File: src/rtl/vga_frame_controller.sv
`default_nettype none
// ============================================================================
// Module   : vga_frame_controller
// Brief    : Avalon-MM VGA timing generator drawing a background plus one
//            square sprite, with registers committed at the start of vblank.
// Revision : 1.0 - initial release
// ============================================================================
module vga_frame_controller #(
  parameter int H_ACTIVE = 1280,
  parameter int H_FRONT  = 32,
  parameter int H_SYNC   = 192,
  parameter int H_BACK   = 96,
  parameter int V_ACTIVE = 480,
  parameter int V_FRONT  = 10,
  parameter int V_SYNC   = 2,
  parameter int V_BACK   = 33,
  parameter int SPR_SIZE = 16
) (
  input  logic        clk,
  input  logic        reset_n,
  input  logic        chipselect,
  input  logic        write,
  input  logic        read,
  input  logic [2:0]  address,
  input  logic [15:0] writedata,
  output logic [15:0] readdata,
  output logic        irq,
  output logic [7:0]  vga_r,
  output logic [7:0]  vga_g,
  output logic [7:0]  vga_b,
  output logic        vga_hs,
  output logic        vga_vs,
  output logic        vga_blank_n,
  output logic        vga_sync_n,
  output logic        vga_clk
);

  localparam logic [10:0] H_LAST    = 11'(H_ACTIVE + H_FRONT + H_SYNC + H_BACK - 1);
  localparam logic [10:0] H_ACT_END = 11'(H_ACTIVE);
  localparam logic [10:0] HS_START  = 11'(H_ACTIVE + H_FRONT);
  localparam logic [10:0] HS_END    = 11'(H_ACTIVE + H_FRONT + H_SYNC);
  localparam logic [9:0]  V_LAST    = 10'(V_ACTIVE + V_FRONT + V_SYNC + V_BACK - 1);
  localparam logic [9:0]  V_ACT_END = 10'(V_ACTIVE);
  localparam logic [9:0]  VS_START  = 10'(V_ACTIVE + V_FRONT);
  localparam logic [9:0]  VS_END    = 10'(V_ACTIVE + V_FRONT + V_SYNC);
  localparam logic [10:0] SPR_EXT   = 11'(SPR_SIZE);

  typedef struct packed {
    logic [7:0] r;
    logic [7:0] g;
    logic [7:0] b;
    logic [9:0] x;
    logic [8:0] y;
    logic [1:0] ctrl;
  } bank_t;

  localparam bank_t BANK_RST = '{r: 8'h00, g: 8'h00, b: 8'h80,
                                 x: 10'd312, y: 9'd232, ctrl: 2'b01};

  logic [1:0]  rst_sync_q;
  logic        rst_n;
  logic [10:0] hcount_q, hcount_d;
  logic [9:0]  vcount_q, vcount_d;
  logic [15:0] frame_q, frame_d;
  bank_t       pend_q, pend_d, act_q, act_d;
  logic        irq_pend_q, irq_pend_d;
  logic [15:0] readdata_q, readdata_d;
  logic [23:0] rgb_q, rgb_d;
  logic        hs_q, hs_d, vs_q, vs_d, blank_q, blank_d, vclk_q, vclk_d;

  logic        h_wrap, v_wrap, commit, wr_en, rd_en;
  logic        active, hit, irq_set, irq_clr;
  logic [10:0] px_ext, py_ext, sx_ext, sy_ext;

  // Reset asserts asynchronously and is released on a clock edge.
  always_ff @(posedge clk or negedge reset_n) begin
    if (!reset_n) rst_sync_q <= 2'b00;
    else          rst_sync_q <= {rst_sync_q[0], 1'b1};
  end
  assign rst_n = rst_sync_q[1];

  always_comb begin
    h_wrap   = (hcount_q == H_LAST);
    v_wrap   = (vcount_q == V_LAST);
    hcount_d = h_wrap ? 11'd0 : hcount_q + 11'd1;
    vcount_d = vcount_q;
    frame_d  = frame_q;
    if (h_wrap) begin
      vcount_d = v_wrap ? 10'd0 : vcount_q + 10'd1;
      if (v_wrap) frame_d = frame_q + 16'd1;
    end

    commit = (hcount_q == 11'd0) && (vcount_q == V_ACT_END);
    wr_en  = chipselect && write;
    rd_en  = chipselect && read;

    // The commit copies the pre-write pending bank; a same-cycle write waits a frame.
    act_d  = commit ? pend_q : act_q;
    pend_d = pend_q;
    if (wr_en) begin
      case (address)
        3'd0: begin
          pend_d.r = writedata[15:8];
          pend_d.g = writedata[7:0];
        end
        3'd1: pend_d.b    = writedata[7:0];
        3'd2: pend_d.x    = writedata[9:0];
        3'd3: pend_d.y    = writedata[8:0];
        3'd4: pend_d.ctrl = writedata[1:0];
        default: ;
      endcase
    end

    // Enable is taken from the value being committed, so irq rises on the commit itself.
    irq_set    = commit && pend_q.ctrl[1];
    irq_clr    = wr_en && (address == 3'd5) && writedata[15];
    irq_pend_d = irq_set || (irq_pend_q && !irq_clr);

    readdata_d = 16'h0000;
    if (rd_en) begin
      case (address)
        3'd0: readdata_d = {pend_q.r, pend_q.g};
        3'd1: readdata_d = {8'h00, pend_q.b};
        3'd2: readdata_d = {6'd0, pend_q.x};
        3'd3: readdata_d = {7'd0, pend_q.y};
        3'd4: readdata_d = {14'd0, pend_q.ctrl};
        3'd5: readdata_d = {irq_pend_q, (vcount_q >= V_ACT_END), 4'b0000, vcount_q};
        3'd6: readdata_d = frame_q;
        default: readdata_d = 16'h0000;
      endcase
    end

    active = (hcount_q < H_ACT_END) && (vcount_q < V_ACT_END);
    px_ext = {1'b0, hcount_q[10:1]};
    py_ext = {1'b0, vcount_q};
    sx_ext = {1'b0, act_q.x};
    sy_ext = {2'b00, act_q.y};
    hit    = (px_ext >= sx_ext) && (px_ext < sx_ext + SPR_EXT) &&
             (py_ext >= sy_ext) && (py_ext < sy_ext + SPR_EXT);

    rgb_d = 24'h000000;
    if (active && act_q.ctrl[0]) rgb_d = hit ? 24'hFFFFFF : {act_q.r, act_q.g, act_q.b};
    hs_d    = !((hcount_q >= HS_START) && (hcount_q < HS_END));
    vs_d    = !((vcount_q >= VS_START) && (vcount_q < VS_END));
    blank_d = active;
    vclk_d  = hcount_q[0];
  end

  always_ff @(posedge clk or negedge rst_n) begin
    if (!rst_n) begin
      hcount_q   <= 11'd0;
      vcount_q   <= 10'd0;
      frame_q    <= 16'd0;
      pend_q     <= BANK_RST;
      act_q      <= BANK_RST;
      irq_pend_q <= 1'b0;
      readdata_q <= 16'h0000;
      rgb_q      <= 24'h000000;
      hs_q       <= 1'b1;
      vs_q       <= 1'b1;
      blank_q    <= 1'b0;
      vclk_q     <= 1'b0;
    end else begin
      hcount_q   <= hcount_d;
      vcount_q   <= vcount_d;
      frame_q    <= frame_d;
      pend_q     <= pend_d;
      act_q      <= act_d;
      irq_pend_q <= irq_pend_d;
      readdata_q <= readdata_d;
      rgb_q      <= rgb_d;
      hs_q       <= hs_d;
      vs_q       <= vs_d;
      blank_q    <= blank_d;
      vclk_q     <= vclk_d;
    end
  end

  assign readdata    = readdata_q;
  assign irq         = irq_pend_q && act_q.ctrl[1];
  assign vga_r       = rgb_q[23:16];
  assign vga_g       = rgb_q[15:8];
  assign vga_b       = rgb_q[7:0];
  assign vga_hs      = hs_q;
  assign vga_vs      = vs_q;
  assign vga_blank_n = blank_q;
  assign vga_sync_n  = 1'b0;
  assign vga_clk     = vclk_q;

endmodule
`default_nettype wire

File: config.mk
export PLATFORM = sky130hd
export DESIGN_NAME = vga_frame_controller
export DESIGN_NICKNAME = d
export VERILOG_FILES = /design/src/rtl/vga_frame_controller.sv
export SDC_FILE = /design/constraint.sdc
export NUM_CORES = 1
export LEC_CHECK = 0
export ABC_AREA = 1
export CAP_MARGIN = 15
export CORE_MARGIN = 4
export CORE_UTILIZATION = 35
export CTS_CLUSTER_SIZE = 28
export DETAILED_ROUTE_END_ITERATION = 6
export HOLD_SLACK_MARGIN = 0.05
export PLACE_DENSITY_LB_ADDON = 0.25
export SLEW_MARGIN = 40
export SYNTH_ARGS = -nofsm -noshare
export SYNTH_HDL_FRONTEND = slang
export SYNTH_SLANG_ARGS = --single-unit
File: constraint.sdc
create_clock -name clk -period 6.4 [get_ports clk]
set_input_delay 1.28 -clock clk [delete_from_list [all_inputs] [get_ports clk]]
set_output_delay 1.28 -clock clk [all_outputs]
set_load 0.01 [all_outputs]
==> impl_metrics.toml, run 1 <==
[setup_path]
worstSetupPathType = "input pin to flop"
worst_setup_path_start_kind = "input pin"
worstPathRequired_ns = 6.69
critPathMaxFanout = 32
worstPathArrival_ns = 3.17
cp_endpoint_kind = "flop"

[sta]
final_min_period_over_clock_period = 0.450
max_slew_headroom = 0.491
hold_ws_ns = 0.279
worstMarginPinSlew_ns = 0.761
final_setup_vio_count = 0
final_max_slew_viol_count = 0
rsz0062_at_grt = "false"
finalHoldViolCount = 0
timing.clock.skew_ns = 0.00981
fmax_mhz = 347
fin_setup_tns_ns = 0
timing.final.crit_period_ns = 2.88

[logic_synthesis]
dominant_combinational_cell_family_by_area_after_synthesis = "simple AND/OR/NAND/NOR gates"
muxShareOfSynthArea = 0
ys_ff_latch = 174
synth_largest_type_area_fraction = 0.446
synth-async-reset-ratio = 1.00
synth.distinct_cells = 43
synth_top_area_cell = "dfrtp_1"
synth_area_per_cell_um2 = 8.64
synth_xor_area_frac = 0.0267
post_synth_and_or_nand_nor_area_fraction = 0.170
synth-warning-count = 0
compound_cell_area_share_of_the_yosys_netlist = 0.134
synth_adder_area_share = 0.0558
synth_cells = 986
synth_edf_count = 0
dominantRegCellSynth = "dfrtp_1"
netlist_top_cells_area = "dfrtp_1 (45%), nand2_1 (8.8%), inv_1 (7.9%)"
post_synth_instance_area_um2 = 8520
synth_sequential_area_ratio = 0.514
net_count_synth = 1048

[floorplanning]
io_pins = 70
num_rows = 56
start_util = 0.360
die_outline_area_um2 = 26900
die_height_um = 164
die-width_um = 164
floorplan.core_area_um2 = 23700

[route]
wl_met1_um = 10100
wire_per_inst_um = 15.1
wirelength_um = 20800
route.detailed.drc = 0
route.vias.total = 6453
route.met3.wl_um = 831
drtPass1Iterations = 5
dr.max_layer_used = "met4"
drtAntennaViolNets = 0
vias_per_cell = 4.68
met2_wirelength_um = 9500
violation_count_after_the_first_detailed_route_iteration = 459

[cells_and_area]
layout-drive-gt1-share = 0.0924
post-route-cell-area_um2 = 10100
num-nets-final = 1110
syn_to_layout_area_delta_pct = 18.5
finish.cell_count_without_fillers = 1380
antennaDiodeCount = 0

[global_route]
grt_max_degree = 92
grt_overflow_total = 0
globalRouteTotalUtil = 0.161
first_global_vias = 6206
grt_antenna_before_repair = 0
wire_length_of_the_first_global_routing_pass_um = 33500

[clock_network]
register_clock_pin_slew_on_the_reported_worst_setup_and_hold_paths_ns = 0.07
tritoncts_num_sinks = 174
clockRootBuffer = "clkbuf_16"
post_cts.repair.setup_buffers = 0
cts_buffers = 17
clock_tree.htree_level_count = 4
cts_tree = "yes"
cts_max_path_buffers = 2
post_cts.resized_instances = 0
clock_latency_ns = 0.42
hold_buffer_count_at_cts = 0

[placement]
gp_congestion = 0.875
port_buffers = 68
detailedPlacementHpwl_um = 15400
post_place_cell_area_um2 = 9500
post-place-cells = 1348

[run]
max_cap_violations = 0

[min_path]
worst_hold_path_type = "flop to asynchronous set/reset pin"

[pwr]
leakage_dissipation_nw = 5.05
irDropWorstVdd_uv = 174
pwr_density_cell_nw_per_um2 = 242
overall_power_consumption_mw = 2.45

[run_status]
status = "completed"
==> stage by stage <==
stage / utilization / setup WS, ns
6_report: 0.426 / 3.52
5_1_grt: 0.426 / 3.32
4_1_cts: 0.426 / 3.27
3_5_place_dp: 0.401 / 2.83
2_1_floorplan: - / 1.23
3_3_place_gp: 0.401 / 2.93
==> worst max-delay path: stages <==
cell	delay [ns]
clkdlybuf4s50_1	0.48
nor2_1	0.21
nand2_1	0.36
inv_1	0.25
nand2_2	0.33
nor2_1	0.20
a21oi_1	0.06
==> cell type report <==
type	instances	area, um2
clock buffers	19	453
multi-input cells	600	3310
flip-flops and latches	174	4390
fillers	2459	13600
repair buffers	71	714
inverters	184	691
well taps	319	399
clock inverters	13	145
==> final timing paths <==
path                          startpoint             to  slack (ns)  cells after the start
min reg2reg                rst_sync_q[1]      act_q[42]        0.28                      0
min                        rst_sync_q[1]      act_q[42]        0.28                      0
max reg2reg                    act_q[15]      rgb_q[19]        3.68                     11
min in group clk           rst_sync_q[0]  rst_sync_q[1]        0.35                      0
max in group asynchronous  rst_sync_q[1]    hcount_q[8]        5.06                      1
max                           address[0]     pend_q[40]        3.52                      7
==> logic make-up (layout without fill, tap and decap cells) <==
kind of cell / count (synthesis) / after routing
xor gates and xnor gates: 26 / 26
DFF: 174 / 174
and+or+nand+nor: 337 / 337
AOI/OAI and AO/OA: 197 / 197
buffers and inverters: 212 / 287
adders and majority gates: 38 / 38
other: 2 / 2
==> routing by layer <==
layer,track usage,up-vias
li1,-,3276
met1,0.232,3027
met2,0.247,131
met3,0.0276,19
met4,0.0522,0
met5,0,-
==> sequential cells by signal, summed over array words and instances (netlist names) <==
name	cells
act_q	45
rgb_q	24
vga_clk	1
irq_pend_q	1
rst_sync_q	2
vcount_q	10
vga_vs	1
pend_q	45
frame_q	16
readdata	16
vga_blank_n	1
vga_hs	1
hcount_q	11
==> report_power, final <==
group | internal, mW | switching (mW) | total [mW]
Sequential | 1.17 | 0.0472 | 1.22
Combinational | 0.0627 | 0.116 | 0.179
Clock | 0.574 | 0.475 | 1.05
Total | 1.81 | 0.638 | 2.45
==> cells in the final DEF, fill, tap and decap left out, types with 24 or more instances in the layout <==
cell type        instances
nand3_1                 35
ha_1                    38
o21ai_0                 55
dfrtp_1                151
nand2_1                199
xor2_1                  24
a21oi_1                 36
clkdlybuf4s50_1         68
inv_1                  180
nor2_1                  53
o22ai_1                 25
o21ai_1                 48
==> synthesized netlist by cell type (5+ instances only) <==
master	count
a21oi_2	18
nor2_1	53
ha_1	38
inv_1	180
dfrtp_1	152
o21ai_1	48
nor4_1	6
a21oi_1	36
o21ai_0	55
nand3_1	35
nor3_1	19
nand4_1	8
o22ai_1	25
xor2_1	24
nand2_1	200
clkbuf_1	17
a211oi_1	5
dfstp_2	22
No activity file was read; power rests on OpenSTA's default activity.
==> run 2, diff against run 1 <==
- clock period: 6.4 -> 2.6 ns (I/O delays scaled with it)
==> impl_metrics.toml, run 2 (same netlist as run 1, synthesis figures left out) <==
[global_route]
first_global_vias = 6542
grt_antenna_before_repair = 0
globalRouteTotalUtil = 0.165
wire_length_of_the_first_global_routing_pass_um = 34600
grt_overflow_total = 0
grt_max_degree = 92

[sta]
worstMarginPinSlew_ns = 0.661
timing.clock.skew_ns = 0.0136
max_slew_headroom = 0.558
postLayoutSetupSlackWorst_ns = 0.279
final_setup_vio_count = 0
final_max_slew_viol_count = 0
final_min_period_over_clock_period = 0.893
fin_setup_tns_ns = 0
finalHoldViolCount = 0
fmax_mhz = 431
hold_ws_ns = 0.225
rsz0062_at_grt = "false"
timing.final.crit_period_ns = 2.32

[cells_and_area]
biggestRegsByFlops = "act_q x45, pend_q x45, rgb_q x24"
layout-drive-gt1-share = 0.104
post-route-cell-area_um2 = 10300
finish.utilization = 0.434
n_fill_cell = 2436
most_used_cells_in_the_layout_excluding_fill_and_tap_cells = "nand2_1 (200), inv_1 (180), dfrtp_1 (151), clkdlybuf4s50_1 (68), o21ai_0 (55)"
syn_to_layout_area_delta_pct = 20.6
num-nets-final = 1125
finish.cell_count_without_fillers = 1395
most_common_cell_after_layout_fill_and_taps_aside = "nand2_1"
antennaDiodeCount = 0

[clock_network]
post_cts.resized_instances = 0
clockRootBuffer = "clkbuf_16"
cts_buffers = 17
clock_tree.htree_level_count = 4
cts_max_path_buffers = 2
register_clock_pin_slew_on_the_reported_worst_setup_and_hold_paths_ns = 0.08
hold_buffer_count_at_cts = 0
clock_latency_ns = 0.43
post_cts.repair.setup_buffers = 0
tritoncts_num_sinks = 174
cts_tree = "yes"

[setup_path]
ff2ff_setup_slack_ns = 0.28
critPathMaxFanout = 24
worstReg2RegEnd = "rgb_q[1]"
crit-reg2reg-launch = "act_q[15]"
cp_endpoint_kind = "flop"
worst_setup_path_start_kind = "flop"
reg2reg_depth = 12
worstPathArrival_ns = 2.67
worstPathRequired_ns = 2.95
worstSetupPathType = "flop to flop"

[route]
drtAntennaViolNets = 0
route.detailed.drc = 0
drtPass1Iterations = 5
wirelength_um = 20900
wire_per_inst_um = 15.0
violation_count_after_the_first_detailed_route_iteration = 591
vias_per_cell = 4.70
route.vias.total = 6558

[floorplanning]
floorplan.core_area_um2 = 23700
io_pins = 70
die_outline_area_um2 = 26900
start_util = 0.360
die_height_um = 164
die-width_um = 164
num_rows = 56

[placement]
gp_congestion = 0.858
post_place_cell_area_um2 = 9660
detailedPlacementHpwl_um = 15500
port_buffers = 68
post_place_setup_slack_ns = 0.302
post-place-cells = 1363

[pwr]
leakage_dissipation_nw = 5.15
pwr_density_cell_nw_per_um2 = 593
irDropWorstVdd_uv = 441
overall_power_consumption_mw = 6.09

[min_path]
worst_hold_path_type = "flop to asynchronous set/reset pin"

[run]
max_cap_violations = 0

[run_status]
status = "completed"
run 2: cell types whose count changed in the layout (fill, tap and decap cells not counted):
cell / change
buf_4: +13
buf_12: +5
inv_8: +4
buf_6: -3
inv_6: -3
clkbuf_8: -2
clkinv_8: +1
clkinvlp_4: -1
inv_12: +1
nand2_1: +1
nand2_2: -1
run 2: layout make-up:
cell class,count,area [um2],share of cell area
Clock inverter,15,189,0.0184
Sequential cell,174,4390,0.427
Tap cell,319,399,0.0388
Multi-Input combinational cell,600,3310,0.322
Timing Repair Buffer,86,878,0.0855
Clock buffer,17,425,0.0414
Inverter,184,691,0.0672
run 2: how the worst max path moves through the flow:
stage                         start         to  slack (ns)  depth (start not counted)
after global placement    act_q[15]   rgb_q[2]        0.37                         12
after detailed placement  act_q[15]   rgb_q[2]        0.30                         12
after global routing      act_q[15]   rgb_q[2]        0.06                         12
after floorplan           act_q[15]  rgb_q[10]        0.47                         12
after CTS                 act_q[15]   rgb_q[1]        0.25                         12
final                     act_q[15]   rgb_q[1]        0.28                         12
run 2: worst max-delay path: stages, from the launching register on:
cell	delay (ns)
dfstp_2	0.57
ha_1	0.21
nand3_2	0.13
xor2_1	0.17
ha_1	0.29
a21oi_1	0.15
nor2_1	0.06
nor2_1	0.08
nand2_1	0.05
nor2_1	0.12
nand2_2	0.08
buf_12	0.17
a21oi_1	0.15
run 2: per-layer routing:
layer  global-route usage  wire (um)  up-vias
li1                     -          -     3311
met1                0.235      10000     3080
met2                0.258       9650      156
met3               0.0366       1080       11
met4               0.0351        151        0
met5                    0          0        -
run 2: where the power goes:
group / total [mW] / internal, mW / leakage [nW] / switching, mW
combinational: 0.453 / 0.165 / 2.89 / 0.288
sequential: 2.99 / 2.88 / 1.96 / 0.108
clock: 2.64 / 1.40 / 0.298 / 1.25
==> run 3, diff against run 2 <==
- CTS_CLUSTER_SIZE: 28 -> 25
==> results of run 3 <==
Same layout as run 2: the final DEF is identical, and so are final timing and power.
